`config.mk`:
```
export PLATFORM = sky130hd
export DESIGN_NAME = clk_phase_gen
export DESIGN_NICKNAME = d
export VERILOG_FILES = /design/src/rtl/clk_phase_gen.sv
export SDC_FILE = /design/constraint.sdc
export NUM_CORES = 1
export LEC_CHECK = 0
export BUFFER_PORTS_ARGS = -buffer_cell sky130_fd_sc_hd__buf_2
export CORE_AREA = 2 2 39 41
export CTS_CLUSTER_DIAMETER = 150
export CTS_CLUSTER_SIZE = 20
export DETAILED_ROUTE_END_ITERATION = 12
export DIE_AREA = 0 0 41 43
export GPL_TIMING_DRIVEN = 0
export PLACE_DENSITY = 0.83
export SYNTH_ARGS = -nofsm -noshare
export SYNTH_HDL_FRONTEND = slang
export SYNTH_SLANG_ARGS = --single-unit
export TNS_END_PERCENT = 5
```
`constraint.sdc`:
```
create_clock -name CLK -period 3.4 [get_ports CLK]
set_input_delay 0.17 -clock CLK [delete_from_list [all_inputs] [get_ports CLK]]
set_output_delay 0.17 -clock CLK [all_outputs]
set_load 0.02 [all_outputs]
```
`src/rtl/clk_phase_gen.sv`:
```
// rtl/clk_phase_gen.sv - multi-phase CPU clock strobe generator with oscillator-stable gating
// Strobes are decoded combinationally from the registered phase and run state.
module clk_phase_gen #(
   parameter int PHASES        = 8,
   parameter int STABLE_CYCLES = 16,
   parameter int RESET_HOLD    = 2
) (
   input  logic                      CLK,
   input  logic                      RESET,
   input  logic                      OSC_ENA,
   input  logic                      CLK_ENA,
   output logic [$clog2(PHASES)-1:0] PHASE_IDX,
   output logic                      RUN,
   output logic                      CYCLE_START,
   output logic                      MAIN_CLK_P,
   output logic                      DATA_CLK_P,
   output logic                      ADR_CLK_P,
   output logic                      INC_CLK_P,
   output logic                      LATCH_CLK,
   output logic                      OSC_STABLE,
   output logic                      SYNC_RESET
);

   localparam int PW = $clog2(PHASES);
   localparam int SW = $clog2(STABLE_CYCLES + 1);
   localparam int HW = $clog2(RESET_HOLD + 1);

   localparam logic [PW-1:0] PH_LAST    = PW'(PHASES - 1);
   localparam logic [PW-1:0] PH_HALF    = PW'(PHASES / 2);
   localparam logic [PW-1:0] PH_QUARTER = PW'(PHASES / 4);
   localparam logic [PW-1:0] PH_3QUART  = PW'((3 * PHASES) / 4);

   typedef enum logic {STOPPED, RUNNING} state_t;

   state_t        state;
   state_t        state_next;
   logic [PW-1:0] phase;
   logic [SW-1:0] stab_cnt;
   logic [HW-1:0] hold_cnt;
   logic          sync_rst;
   logic          stable;
   logic          wrap;

   assign stable = (stab_cnt == SW'(STABLE_CYCLES));
   assign wrap   = (state == RUNNING) && (phase == PH_LAST);

   always_ff @(posedge CLK or posedge RESET) begin
      if (RESET)
         state <= STOPPED;
      else
         state <= state_next;
   end

   // Stops happen only at the cycle boundary; losing the oscillator stops at once.
   always_comb begin
      state_next = state;
      if (!OSC_ENA) begin
         state_next = STOPPED;
      end else begin
         case (state)
            STOPPED: if (CLK_ENA && stable) state_next = RUNNING;
            RUNNING: if (wrap && (!CLK_ENA || !stable)) state_next = STOPPED;
            default: state_next = STOPPED;
         endcase
      end
   end

   always_comb begin
      RUN         = (state == RUNNING);
      CYCLE_START = 1'b0;
      MAIN_CLK_P  = 1'b0;
      ADR_CLK_P   = 1'b0;
      DATA_CLK_P  = 1'b0;
      INC_CLK_P   = 1'b0;
      LATCH_CLK   = 1'b0;
      if (state == RUNNING) begin
         CYCLE_START = (phase == '0);
         MAIN_CLK_P  = (phase < PH_HALF);
         ADR_CLK_P   = (phase >= PH_HALF);
         DATA_CLK_P  = (phase >= PH_QUARTER) && (phase < PH_3QUART);
         INC_CLK_P   = (phase == PH_LAST);
         LATCH_CLK   = (phase == PH_HALF);
      end
   end

   always_ff @(posedge CLK or posedge RESET) begin
      if (RESET)
         phase <= '0;
      else if (!OSC_ENA || (state != RUNNING) || wrap)
         phase <= '0;
      else
         phase <= phase + PW'(1);
   end

   always_ff @(posedge CLK or posedge RESET) begin
      if (RESET)
         stab_cnt <= '0;
      else if (!OSC_ENA)
         stab_cnt <= '0;
      else if (!stable)
         stab_cnt <= stab_cnt + SW'(1);
   end

   // Hold count only progresses across uninterrupted cycles while SYNC_RESET is asserted.
   always_ff @(posedge CLK or posedge RESET) begin
      if (RESET)
         hold_cnt <= '0;
      else if (!OSC_ENA || !stable || (state != RUNNING))
         hold_cnt <= '0;
      else if (wrap && sync_rst)
         hold_cnt <= hold_cnt + HW'(1);
   end

   always_ff @(posedge CLK or posedge RESET) begin
      if (RESET)
         sync_rst <= 1'b1;
      else if (!OSC_ENA)
         sync_rst <= 1'b1;
      else if (wrap && sync_rst && (hold_cnt == HW'(RESET_HOLD - 1)))
         sync_rst <= 1'b0;
   end

   assign PHASE_IDX  = phase;
   assign OSC_STABLE = stable;
   assign SYNC_RESET = sync_rst;

endmodule

```
Word level (Yosys, flattened, before mapping)
Cells that the tools add are included.
- bits in registers: 12
- RAM bits: 0
- memories kept: 0
- logic and storage cells: 52
- output and inout port bits: 12
- ROM bits: 0
- bits in latches: 0
- order comparisons: 4
- divide/modulo/power cells: 0
- eq/ne operators: 6
- reductions and logical operators: 16
- multiply operators: 0
- bitwise logic cells: 1
- add/subtract/negate cells: 3
- muxes and demuxes: 17
- shift-type cells: 0
- operators by type and width (operator ; number):
    $mux 1 ; 11
    $mux 5 ; 2
    $eq 3x3->1 const B ; 2
    $logic_and 1x1->1 ; 6
    $lt 3x3->1 const B ; 2
    $add 5x1->5 const B ; 1
    $eq 5x5->1 const B ; 1
    $logic_or 1x1->1 ; 5
    $mux 2 ; 2
    $add 3x1->3 const B ; 1
    $ge 3x2->1 const B ; 1
    $ge 3x3->1 const B ; 1
    $logic_not 1->1 ; 3
    $logic_not 3->1 ; 1
    $mux 3 ; 1
    $add 2x1->2 const B ; 1
    $eq 2x1->1 const B ; 1
    $ne 2x1->1 const B ; 1
    $ne 2x2->1 const B ; 1
    $pmux 1 s2 ; 1
    $reduce_bool 2->1 ; 1
    $not 1->1 ; 1

Depth between registers and ports, before layout
Gate-level depths: netlist (run 1).
- depth in word-level cells: 7
- mapped depth: 5
- mapped depth without buffers: 5

Worst setup path before layout (run 1)
No wires, ideal clock.
- path type: reg-to-reg
- start point: reg phase[0] (netlist: PHASE_IDX[0])
- end point: reg hold_cnt[0]
- cell stages (with the launch flop): 6
- data arrival time: 1.353 ns
- required time: 3.306 ns
- buffers on the path: 1
- slack: 1.953 ns
- period minus slack after synthesis: 1.447 ns
- cell sequence: dfrtp_1 ha_1 ha_1 buf_2 a21bo_2 a211oi_1
- longest elaborated chain between the ends: 4
- RTL lines (item ; line ; source):
    start, declared ; 37 ; logic [PW-1:0] phase;
    start signal, assigned ; 92 ; phase <= phase + PW'(1);
    $eq 3x3->1 ; 45 ; assign wrap = (state == RUNNING) && (phase == PH_LAST);
    $logic_and 1x1->1 ; 45 ;
    $logic_and 1x1->1 ; 110 ; else if (wrap && sync_rst)
    $reduce_bool 2->1 (no line) ; -- ;
    end signal, assigned ; 111 ; hold_cnt <= hold_cnt + HW'(1);
    end, declared ; 39 ; logic [HW-1:0] hold_cnt;
Every way passes these cells.
A chain may end at the register's enable or synchronous reset.

Worst setup path after layout (run 1)
- start point: reg phase[0] (netlist: PHASE_IDX[0])
- end point: out INC_CLK_P
- longest elaborated chain between the ends: 2
- RTL lines (item ; line ; source):
    $eq 3x3->1 ; 81 ; INC_CLK_P = (phase == PH_LAST);
    $mux 1 ; 76 ; if (state == RUNNING) begin
    end, declared ; 18 ; output logic INC_CLK_P,
Every way passes these cells.

==> results of run 1 <==
[logic make-up after synthesis]
logic type | synth area share, %
multiplexers | 5.75
AND/OR/NAND/NOR | 26.2
XOR/XNOR | 2.51
flip-flops | 43.3
buffers and inverters | 6.64
adder cells (fa/ha/maj) | 10.8
AO/OA/AOI/OAI | 4.85
[where the power goes]
| part | total, uW | leakage [uW] | internal (uW) | switching [uW] |
|---|---|---|---|---|
| registers | 149 | 0.000162 | 146 | 3.60 |
| clock network | 89.2 | 0.0000150 | 45.4 | 43.8 |
| logic | 20.3 | 0.000292 | 9.48 | 10.8 |
[worst reg2reg max path: stages, from the launching register on]
cell and delay [ns]:
dfrtp_1 0.41, ha_1 0.22, ha_1 0.17, buf_2 0.17, a21bo_2 0.21, a211oi_1 0.20
[cell type report]
cell class | instances | area (um^2)
sequential | 12 | 302
timing repair buffer | 16 | 85.1
inverter | 8 | 30.0
multi-input combinational | 45 | 349
fill | 131 | 556
tap | 16 | 20.0
buffer | 2 | 16.3
clock buffer | 4 | 26.3
[state kept, by name (all words and copies together), names as in the netlist]
| signal | cells |
|---|---|
| PHASE_IDX | 3 |
| RUN | 1 |
| SYNC_RESET | 1 |
| hold_cnt | 2 |
| stab_cnt | 5 |
[worst max path at each step]
stage | to | start | slack (ns) | cells past startpoint
after detailed placement | hold_cnt[0] | PHASE_IDX[0] | 1.95 | 5
after global routing | INC_CLK_P | PHASE_IDX[0] | 1.61 | 5
after CTS | INC_CLK_P | PHASE_IDX[0] | 1.67 | 5
after global placement | INC_CLK_P | PHASE_IDX[0] | 2.00 | 5
after floorplan | hold_cnt[0] | PHASE_IDX[0] | 1.95 | 5
final | INC_CLK_P | PHASE_IDX[0] | 1.68 | 5
[per-layer routing]
metal / part of all wire [%] / vias up / wire length (um)
met5: 0 / - / 0
met4: 1.3 / 0 / 15
met3: 4.5 / 2 / 50
met2: 51 / 15 / 573
met1: 43 / 233 / 482
li1: - / 263 / -
[stage by stage]
stage | std cells | total power, uW | setup WS, ns | area (um^2)
4_1_cts | 103 | 262 | 1.67 | 828
6_report | 103 | 259 | 1.68 | 828
5_1_grt | 103 | 271 | 1.61 | 828
2_1_floorplan | 67 | 166 | 1.95 | 697
3_5_place_dp | 98 | 172 | 1.95 | 792
3_3_place_gp | 98 | 171 | 2.00 | 792
[layout by cell type, fill, tap and decap left out, types with 2 or more instances in the layout]
master / synthesis / layout
nand2_1: 7 / 7
mux2i_1: 4 / 4
ha_1: 6 / 6
and3_1: 4 / 4
and2_1: 3 / 3
nor3b_1: 2 / 2
clkbuf_4: 0 / 3
nand3_1: 2 / 2
xor2_1: 2 / 2
dfrtp_1: 11 / 11
buf_2: 1 / 16
inv_1: 8 / 8
nand2b_1: 3 / 3
==> results.sh, run 1 <==
export IMPL_status="complete, no violations"
export IMPL_grt_pass1_wl_mm=1.85
export IMPL_place_congestion=0.693
export IMPL_synth_area_per_cell_um2=10.4
export IMPL_synth_edf_count=0
export IMPL_max_stage_delay_ns=0.41
export IMPL_top_usage_layer="met2"
export IMPL_drive_gt1_share_pct=28.7
export IMPL_fin_tns_setup_ns=0
export IMPL_met3_usage_pct=3.14
export IMPL_peakVddDrop_v=0.000175
export IMPL_hold_end="RUN"
export IMPL_path_buf_inv=2
export IMPL_cp_top_family="flip-flops"
export IMPL_vias=513
export IMPL_fin_worst_skew_ns=0.00491
export IMPL_drtIter0Drc=10
export IMPL_grt_use_met2_pct=24.4
export IMPL_cts_tree="done"
export IMPL_drtAntennaViolNets=0
export IMPL_crit_required_ns=3.23
export IMPL_viasPerCell=4.98
export IMPL_fin_crit_sh_pct=50.5
export IMPL_die_area_um2=1760
export IMPL_antenna_found_initial=0
export IMPL_grt_overflow=0
export IMPL_period_needed_ns=1.72
export IMPL_reg2regPathDepth=5
export IMPL_path_max_fanout=10
export IMPL_synth_top_area_share_pct=39.5
export IMPL_ys_ff_latch=12
export IMPL_track_usage_pct=16.0
export IMPL_path_class="reg2out"
export IMPL_slew_headroom_pct=71.1
export IMPL_areaGrowthSynthToFinish_pct=18.9
export IMPL_end_kind="primary output"
export IMPL_cts_setup_buffers=0
export IMPL_maxCapViolCount=0
export IMPL_max_freq_ghz=0.583
export IMPL_r2r_start="PHASE_IDX[0]"
export IMPL_wl_per_cell_um=10.9
export IMPL_syn_inst=67
export IMPL_cts_root_buf="clkbuf_4"
export IMPL_routed_wl_mm=1.12
export IMPL_synth_async_reset_ratio_pct=100
export IMPL_hold_slack_ns=0.179
export IMPL_chipHeight_um=43
export IMPL_rrSetupSlack_ns=1.93
export IMPL_yosysWarnings=0
export IMPL_clock_sinks=12
export IMPL_cts_inserted_buffers=3
export IMPL_ctsResizeCount=0
export IMPL_setup_violations=0
export IMPL_synth_seq_area_share_pct=43.3
export IMPL_fin_util_pct=59.9
export IMPL_hold_viol=0
export IMPL_powerDensity_nw_per_um2=312
export IMPL_yosysUniqueCellTypes=26
export IMPL_synthTopCellsByCount="11 x dfrtp_1, 8 x inv_1, 7 x nand2_1"
export IMPL_tightest_slew_ns=0.433
export IMPL_rsz0062_at_grt="false"
export IMPL_cp_slowest_cell="dfrtp_1"
export IMPL_drc_errors=0
export IMPL_num_antenna_cells=0
export IMPL_ctsHoldBuffers=1
export IMPL_critPathLaunchType="flop"
export IMPL_grt_pass1_vias=446
export IMPL_worstPathCellList="ha_1 > ha_1 > buf_2 > and2_1 > buf_2"
export IMPL_h_tree_depth=1
export IMPL_nets=98
export IMPL_grtUsageMet1_pct=19.6
export IMPL_leakage_uw=0.000468
export IMPL_slew_violations=0
export IMPL_clock_path_buffers=2
export IMPL_synthTopCellsByArea="dfrtp_1 39%, ha_1 11%, mux2i_1 5.7%"
export IMPL_hp_class="in2reg"
export IMPL_clk_pin_slew_ns=0.07
export IMPL_dr_pass1_iters=4
export IMPL_yosysMostFrequentCell="dfrtp_1"
export IMPL_min_delay_path_depth=3
export IMPL_die_w_um=41
export IMPL_r2r_end="hold_cnt[0]"
export IMPL_synthFlopType="dfrtp_1"
export IMPL_grt_start_max_net_pins=13
export IMPL_hpwl_um=883
export IMPL_syn_cell_area_um2=697
export IMPL_fp_coreArea_um2=1380
export IMPL_ios=16
export IMPL_place_port_buffers=15
export IMPL_synth_largest_area_cell="dfrtp_1"
export IMPL_arrival_ns=1.55
export IMPL_clk_latency_ns=0.27
export IMPL_min_delay_start="CLK_ENA"
export IMPL_start_util_pct=50.4
export IMPL_synth_nets=77
export IMPL_fp_row_count=14
No activity file was read; power rests on OpenSTA's default activity.
==> run 2: changes to the inputs <==
Settings changed: ABC_AREA from default to 1, CORE_AREA 2 2 39 41 to default, CORE_MARGIN from default to 2, CORE_UTILIZATION from default to 50, DIE_AREA 0 0 41 43 to default, PLACE_DENSITY 0.83 to 0.8.
Clock period 3.4 ns to 1.7 ns, I/O delays scaled along.
==> results.sh, run 2 <==
export IMPL_status="complete, no violations"
export IMPL_place_congestion=0.699
export IMPL_fin_worst_skew_ns=0.00247
export IMPL_slew_violations=0
export IMPL_synth_area_per_cell_um2=7.94
export IMPL_synth_edf_count=0
export IMPL_hp_class="in2reg"
export IMPL_vias=562
export IMPL_final_cell_mix="20 x nand2_1, 15 x inv_1, 14 x buf_2"
export IMPL_period_needed_ns=1.48
export IMPL_path_buf_inv=2
export IMPL_grt_start_max_net_pins=13
export IMPL_path_max_fanout=4
export IMPL_synth_top_area_share_pct=40.3
export IMPL_layout_cells_non_filler=121
export IMPL_synthFlopType="dfrtp_1"
export IMPL_antenna_found_initial=0
export IMPL_crit_required_ns=1.62
export IMPL_synth_compound_area_share_pct=0.733
export IMPL_worstPathCellList="ha_1 > ha_1 > nand2_1 > inv_2 > buf_2"
export IMPL_arrival_ns=1.40
export IMPL_track_usage_pct=17.1
export IMPL_synthTopCellsByCount="20 x nand2_1, 15 x inv_1, 12 x nor2_1"
export IMPL_cts_tree="done"
export IMPL_start_util_pct=53.2
export IMPL_maxCapViolCount=0
export IMPL_leakage_uw=0.000505
export IMPL_place_port_buffers=14
export IMPL_drc_errors=0
export IMPL_fin_crit_sh_pct=87.2
export IMPL_drtIter0Drc=5
export IMPL_ys_ff_latch=12
export IMPL_grt_overflow=0
export IMPL_yosysMostFrequentCell="nand2_1"
export IMPL_viasPerCell=4.64
export IMPL_regMostFlops="stab_cnt"
export IMPL_max_freq_ghz=0.674
export IMPL_synth_nets=96
export IMPL_synth_async_reset_ratio_pct=100
export IMPL_synthTopCellsByArea="dfrtp_1 40%, ha_1 11%, nand2_1 11%"
export IMPL_ios=16
export IMPL_synthMuxAreaShare_pct=0
export IMPL_synth_seq_area_share_pct=44.1
export IMPL_drive_gt1_share_pct=27.4
export IMPL_num_antenna_cells=0
export IMPL_yosysWarnings=0
export IMPL_die_area_um2=1680
export IMPL_max_stage_delay_ns=0.41
export IMPL_synth_fa_ha_area_share_pct=11.0
export IMPL_nets=117
export IMPL_largest_reg_flops=5
export IMPL_end_kind="primary output"
export IMPL_cts_setup_buffers=0
export IMPL_rsz0062_at_grt="false"
export IMPL_slew_headroom_pct=71.0
export IMPL_drtAntennaViolNets=0
export IMPL_hpwl_um=913
export IMPL_fp_coreArea_um2=1280
export IMPL_synth_top_family_by_area="simple AND/OR/NAND/NOR gates"
export IMPL_setup_violations=0
export IMPL_grt_pass1_vias=495
export IMPL_clock_sinks=12
export IMPL_h_tree_depth=1
export IMPL_syn_cell_area_um2=683
export IMPL_path_class="reg2out"
export IMPL_clk_latency_ns=0.26
export IMPL_cpMostUsedCell="ha_1"
export IMPL_cts_root_buf="clkbuf_4"
export IMPL_mostFrequentLayoutCell="nand2_1"
export IMPL_clock_path_buffers=2
export IMPL_yosysUniqueCellTypes=16
export IMPL_wl_per_cell_um=9.08
export IMPL_chipHeight_um=41.0
export IMPL_synth_xor_xnor_area_share_pct=2.56
export IMPL_synth_simple_gate_area_share_pct=28.9
export IMPL_synth_largest_area_cell="dfrtp_1"
export IMPL_peakVddDrop_v=0.000476
export IMPL_fp_row_count=13
export IMPL_clk_pin_slew_ns=0.07
export IMPL_areaGrowthSynthToFinish_pct=21.2
export IMPL_syn_inst=86
export IMPL_die_w_um=41.0
export IMPL_cp_slowest_cell="dfrtp_1"
export IMPL_nFillCells=126
export IMPL_fin_tns_setup_ns=0
export IMPL_critPathLaunchType="flop"
export IMPL_place_inst=115
export IMPL_total_power_uw=550
export IMPL_dr_pass1_iters=4
export IMPL_grt_pass1_wl_mm=1.79
export IMPL_hold_viol=0
export IMPL_tightest_slew_ns=0.435
export IMPL_powerDensity_nw_per_um2=664
export IMPL_cp_top_family="adder cells"
export IMPL_routed_wl_mm=1.10
export IMPL_ctsResizeCount=0
export IMPL_cts_inserted_buffers=3
run 2: timing repair:
item                                    CTS  global route
hold buffers                              2             0
hold endpoints to repair                 12             0
endpoints found under the setup margin    0             0
run 2: cell families after synthesis:
kind of cell / after synthesis
flops: 12
fa+ha+maj: 6
compound gates: 1
xor+xnor: 2
buf+inv: 21
simple gates: 44
run 2: final cells by class:
cell class / count / area, um^2 / area share, %
Sequential cell: 12 / 302 / 36.4
Clock buffer: 4 / 36.3 / 4.38
Inverter: 20 / 75.1 / 9.06
Timing Repair Buffer: 16 / 90.1 / 10.9
Tap cell: 15 / 18.8 / 2.27
Multi-Input combinational cell: 53 / 295 / 35.6
Buffer: 1 / 11.3 / 1.36
run 2: power by group:
group          switching (uW)  internal, uW
sequential               7.23           291
combinational            19.8          16.0
clock                    85.5           130
run 2: routing by layer:
layer / up-vias / global-route usage (%) / part of all wire, %
met5: - / 0 / 0
li1: 297 / - / -
met1: 251 / 16.1 / 40
met3: 2 / 3.26 / 4.5
met2: 12 / 32.0 / 54
met4: 0 / 12.5 / 1.0
run 2: stage by stage:
step	setup WS [ns]	utilization (%)	hold slack, ns	area, um^2
floorplan	0.431	-	-0.0510	683
global placement	0.475	60.1	0.100	772
detailed placement	0.483	60.1	0.106	772
CTS	0.199	64.5	0.0947	828
global route	0.145	64.5	0.0814	828
finish	0.217	64.5	0.0953	828
run 2: path summary, 6_finish.rpt:
check	startpoint	end	slack (ns)	depth (start not counted)
worst max-delay path	PHASE_IDX[0]	INC_CLK_P	0.22	5
worst min-delay path	CLK_ENA	RUN	0.1	3
worst max register to register	PHASE_IDX[0]	hold_cnt[0]	0.47	5
worst min register to register	PHASE_IDX[0]	PHASE_IDX[0]	0.48	1
max in group asynchronous	RESET	SYNC_RESET	1.02	3
min in group asynchronous	RESET	stab_cnt[0]	0.35	3
run 2: worst min-delay path: stages:
cell and delay (ns):
buf_2 0.10, nand4_1 0.09, nand2_1 0.05
==> run 3: changes to the inputs <==
Settings changed: ABC_AREA 1 to default, CELL_PAD_IN_SITES_DETAIL_PLACEMENT from default to 1, CELL_PAD_IN_SITES_GLOBAL_PLACEMENT from default to 1, CORE_UTILIZATION 50 to 39, PLACE_DENSITY 0.8 to 0.81.
==> results.sh, run 3 (synthesis gave the netlist of run 1 again) <==
export IMPL_antenna_found_initial=0
export IMPL_place_port_buffers=15
export IMPL_areaGrowthSynthToFinish_pct=23.0
export IMPL_hpwl_mm=1.05
export IMPL_track_usage_pct=15.7
export IMPL_h_tree_depth=1
export IMPL_fin_crit_sh_pct=94.1
export IMPL_reg2regPathDepth=4
export IMPL_cpMostUsedCell="ha_1"
export IMPL_end_kind="primary output"
export IMPL_vias=526
export IMPL_mostFrequentLayoutCell="buf_2"
export IMPL_clock_path_buffers=2
export IMPL_nFillCells=208
export IMPL_chipHeight_um=46.3
export IMPL_slew_headroom_pct=68.6
export IMPL_crit_required_ns=1.62
export IMPL_largest_reg_flops=5
export IMPL_min_delay_path_depth=3
export IMPL_ff_latch_area_um2=302
export IMPL_critPathLaunchType="flop"
export IMPL_max_freq_ghz=0.625
export IMPL_path_class="reg2out"
export IMPL_cp_top_family="adder cells"
export IMPL_fp_row_count=15
export IMPL_grt_pass1_wl_mm=2.28
export IMPL_viasPerCell=4.61
export IMPL_drc_errors=0
export IMPL_fp_coreArea_um2=1710
export IMPL_grt_pass1_vias=522
export IMPL_drtAntennaViolNets=0
export IMPL_regMostFlops="stab_cnt"
export IMPL_clk_pin_slew_ns=0.08
export IMPL_nets=100
export IMPL_wl_per_cell_um=12.4
export IMPL_worstPathCellList="ha_1 > ha_1 > and2_1 > buf_2"
export IMPL_place_congestion=0.659
export IMPL_cp_slowest_cell="dfrtp_1"
export IMPL_peakVddDrop_v=0.000261
export IMPL_powerDensity_nw_per_um2=612
export IMPL_hold_end="RUN"
export IMPL_maxCapViolCount=0
export IMPL_die_area_um2=2140
export IMPL_drtIter0Drc=0
export IMPL_clock_sinks=12
export IMPL_tightest_slew_ns=0.470
export IMPL_slew_violations=0
export IMPL_status="complete, no violations"
export IMPL_rsz0062_at_grt="false"
export IMPL_dr_pass1_iters=1
export IMPL_fin_worst_skew_ns=0.00297
export IMPL_r2r_start="PHASE_IDX[0]"
export IMPL_start_util_pct=40.8
export IMPL_arrival_ns=1.51
export IMPL_min_delay_start="CLK_ENA"
export IMPL_cts_tree="done"
export IMPL_routed_wl_mm=1.41
export IMPL_period_needed_ns=1.60
export IMPL_max_stage_delay_ns=0.40
export IMPL_r2r_end="hold_cnt[0]"
export IMPL_path_max_fanout=10
export IMPL_fin_tns_setup_ns=0
export IMPL_grt_overflow=0
export IMPL_leakage_uw=0.000479
export IMPL_setup_violations=0
export IMPL_clk_latency_ns=0.27
export IMPL_die_w_um=46.3
export IMPL_hold_viol=0
export IMPL_rrSetupSlack_ns=0.28
export IMPL_ios=16
export IMPL_final_cell_mix="15 x buf_2, 11 x dfrtp_1, 8 x inv_1"
export IMPL_grt_start_max_net_pins=13
export IMPL_cts_root_buf="clkbuf_4"
export IMPL_hp_class="in2reg"
export IMPL_path_buf_inv=1
export IMPL_cts_inserted_buffers=3
export IMPL_hold_slack_ns=0.0880
export IMPL_multi_input_area_um2=349
export IMPL_drive_gt1_share_pct=30.3
export IMPL_num_antenna_cells=0
run 3: stage by stage:
step	cells	setup WS (ns)	util, %	power [uW]	cell area, um^2
CTS	112	0.0406	49.2	536	840
global route	114	0.00678	50.2	550	857
floorplan	67	0.253	-	331	697
finish	114	0.100	50.2	525	857
detailed placement	107	0.263	47.0	345	803
global placement	107	0.293	47.0	342	803
run 3: worst min-delay path: stages:
cell	delay, ns
buf_2	0.10
nand2_1	0.05
o22ai_1	0.07
run 3: layout make-up:
class                      instances  area share [%]
buffer                             1            1.31
clock buffer                       4            3.07
inverter                           8            3.50
multi-input combinational         45            40.7
sequential                        12            35.2
tap                               25            3.65
timing repair buffer              19            12.6
run 3: timing repair:
| action | 4_1_cts | 5_1_grt |
|---|---|---|
| hold buffers | 1 | 0 |
| buffers inserted | 0 | 3 |
| endpoints found under the setup margin | 0 | 1 |
| gates resized for setup | 0 | 0 |
| hold endpoints to repair | 11 | 0 |
run 3: layer usage:
metal	wire (um)	track usage, %	vias up
met5	0	0	-
met4	10	6.86	0
met3	57	3.53	2
met2	762	28.6	14
met1	577	17.0	244
li1	-	-	266
run 3: how the worst max path moves through the flow:
stage / end / cells past startpoint / from
3_3_place_gp: hold_cnt[0] / 5 / PHASE_IDX[0]
3_5_place_dp: hold_cnt[0] / 5 / PHASE_IDX[0]
2_1_floorplan: hold_cnt[0] / 5 / PHASE_IDX[0]
4_1_cts: INC_CLK_P / 5 / PHASE_IDX[0]
6_report: INC_CLK_P / 4 / PHASE_IDX[0]
5_1_grt: INC_CLK_P / 4 / PHASE_IDX[0]
run 3: power by group:
group,switching [uW],internal (uW),total [uW]
clock,93.7,90.8,184
combinational,23.1,19.0,42.2
sequential,7.00,291,298
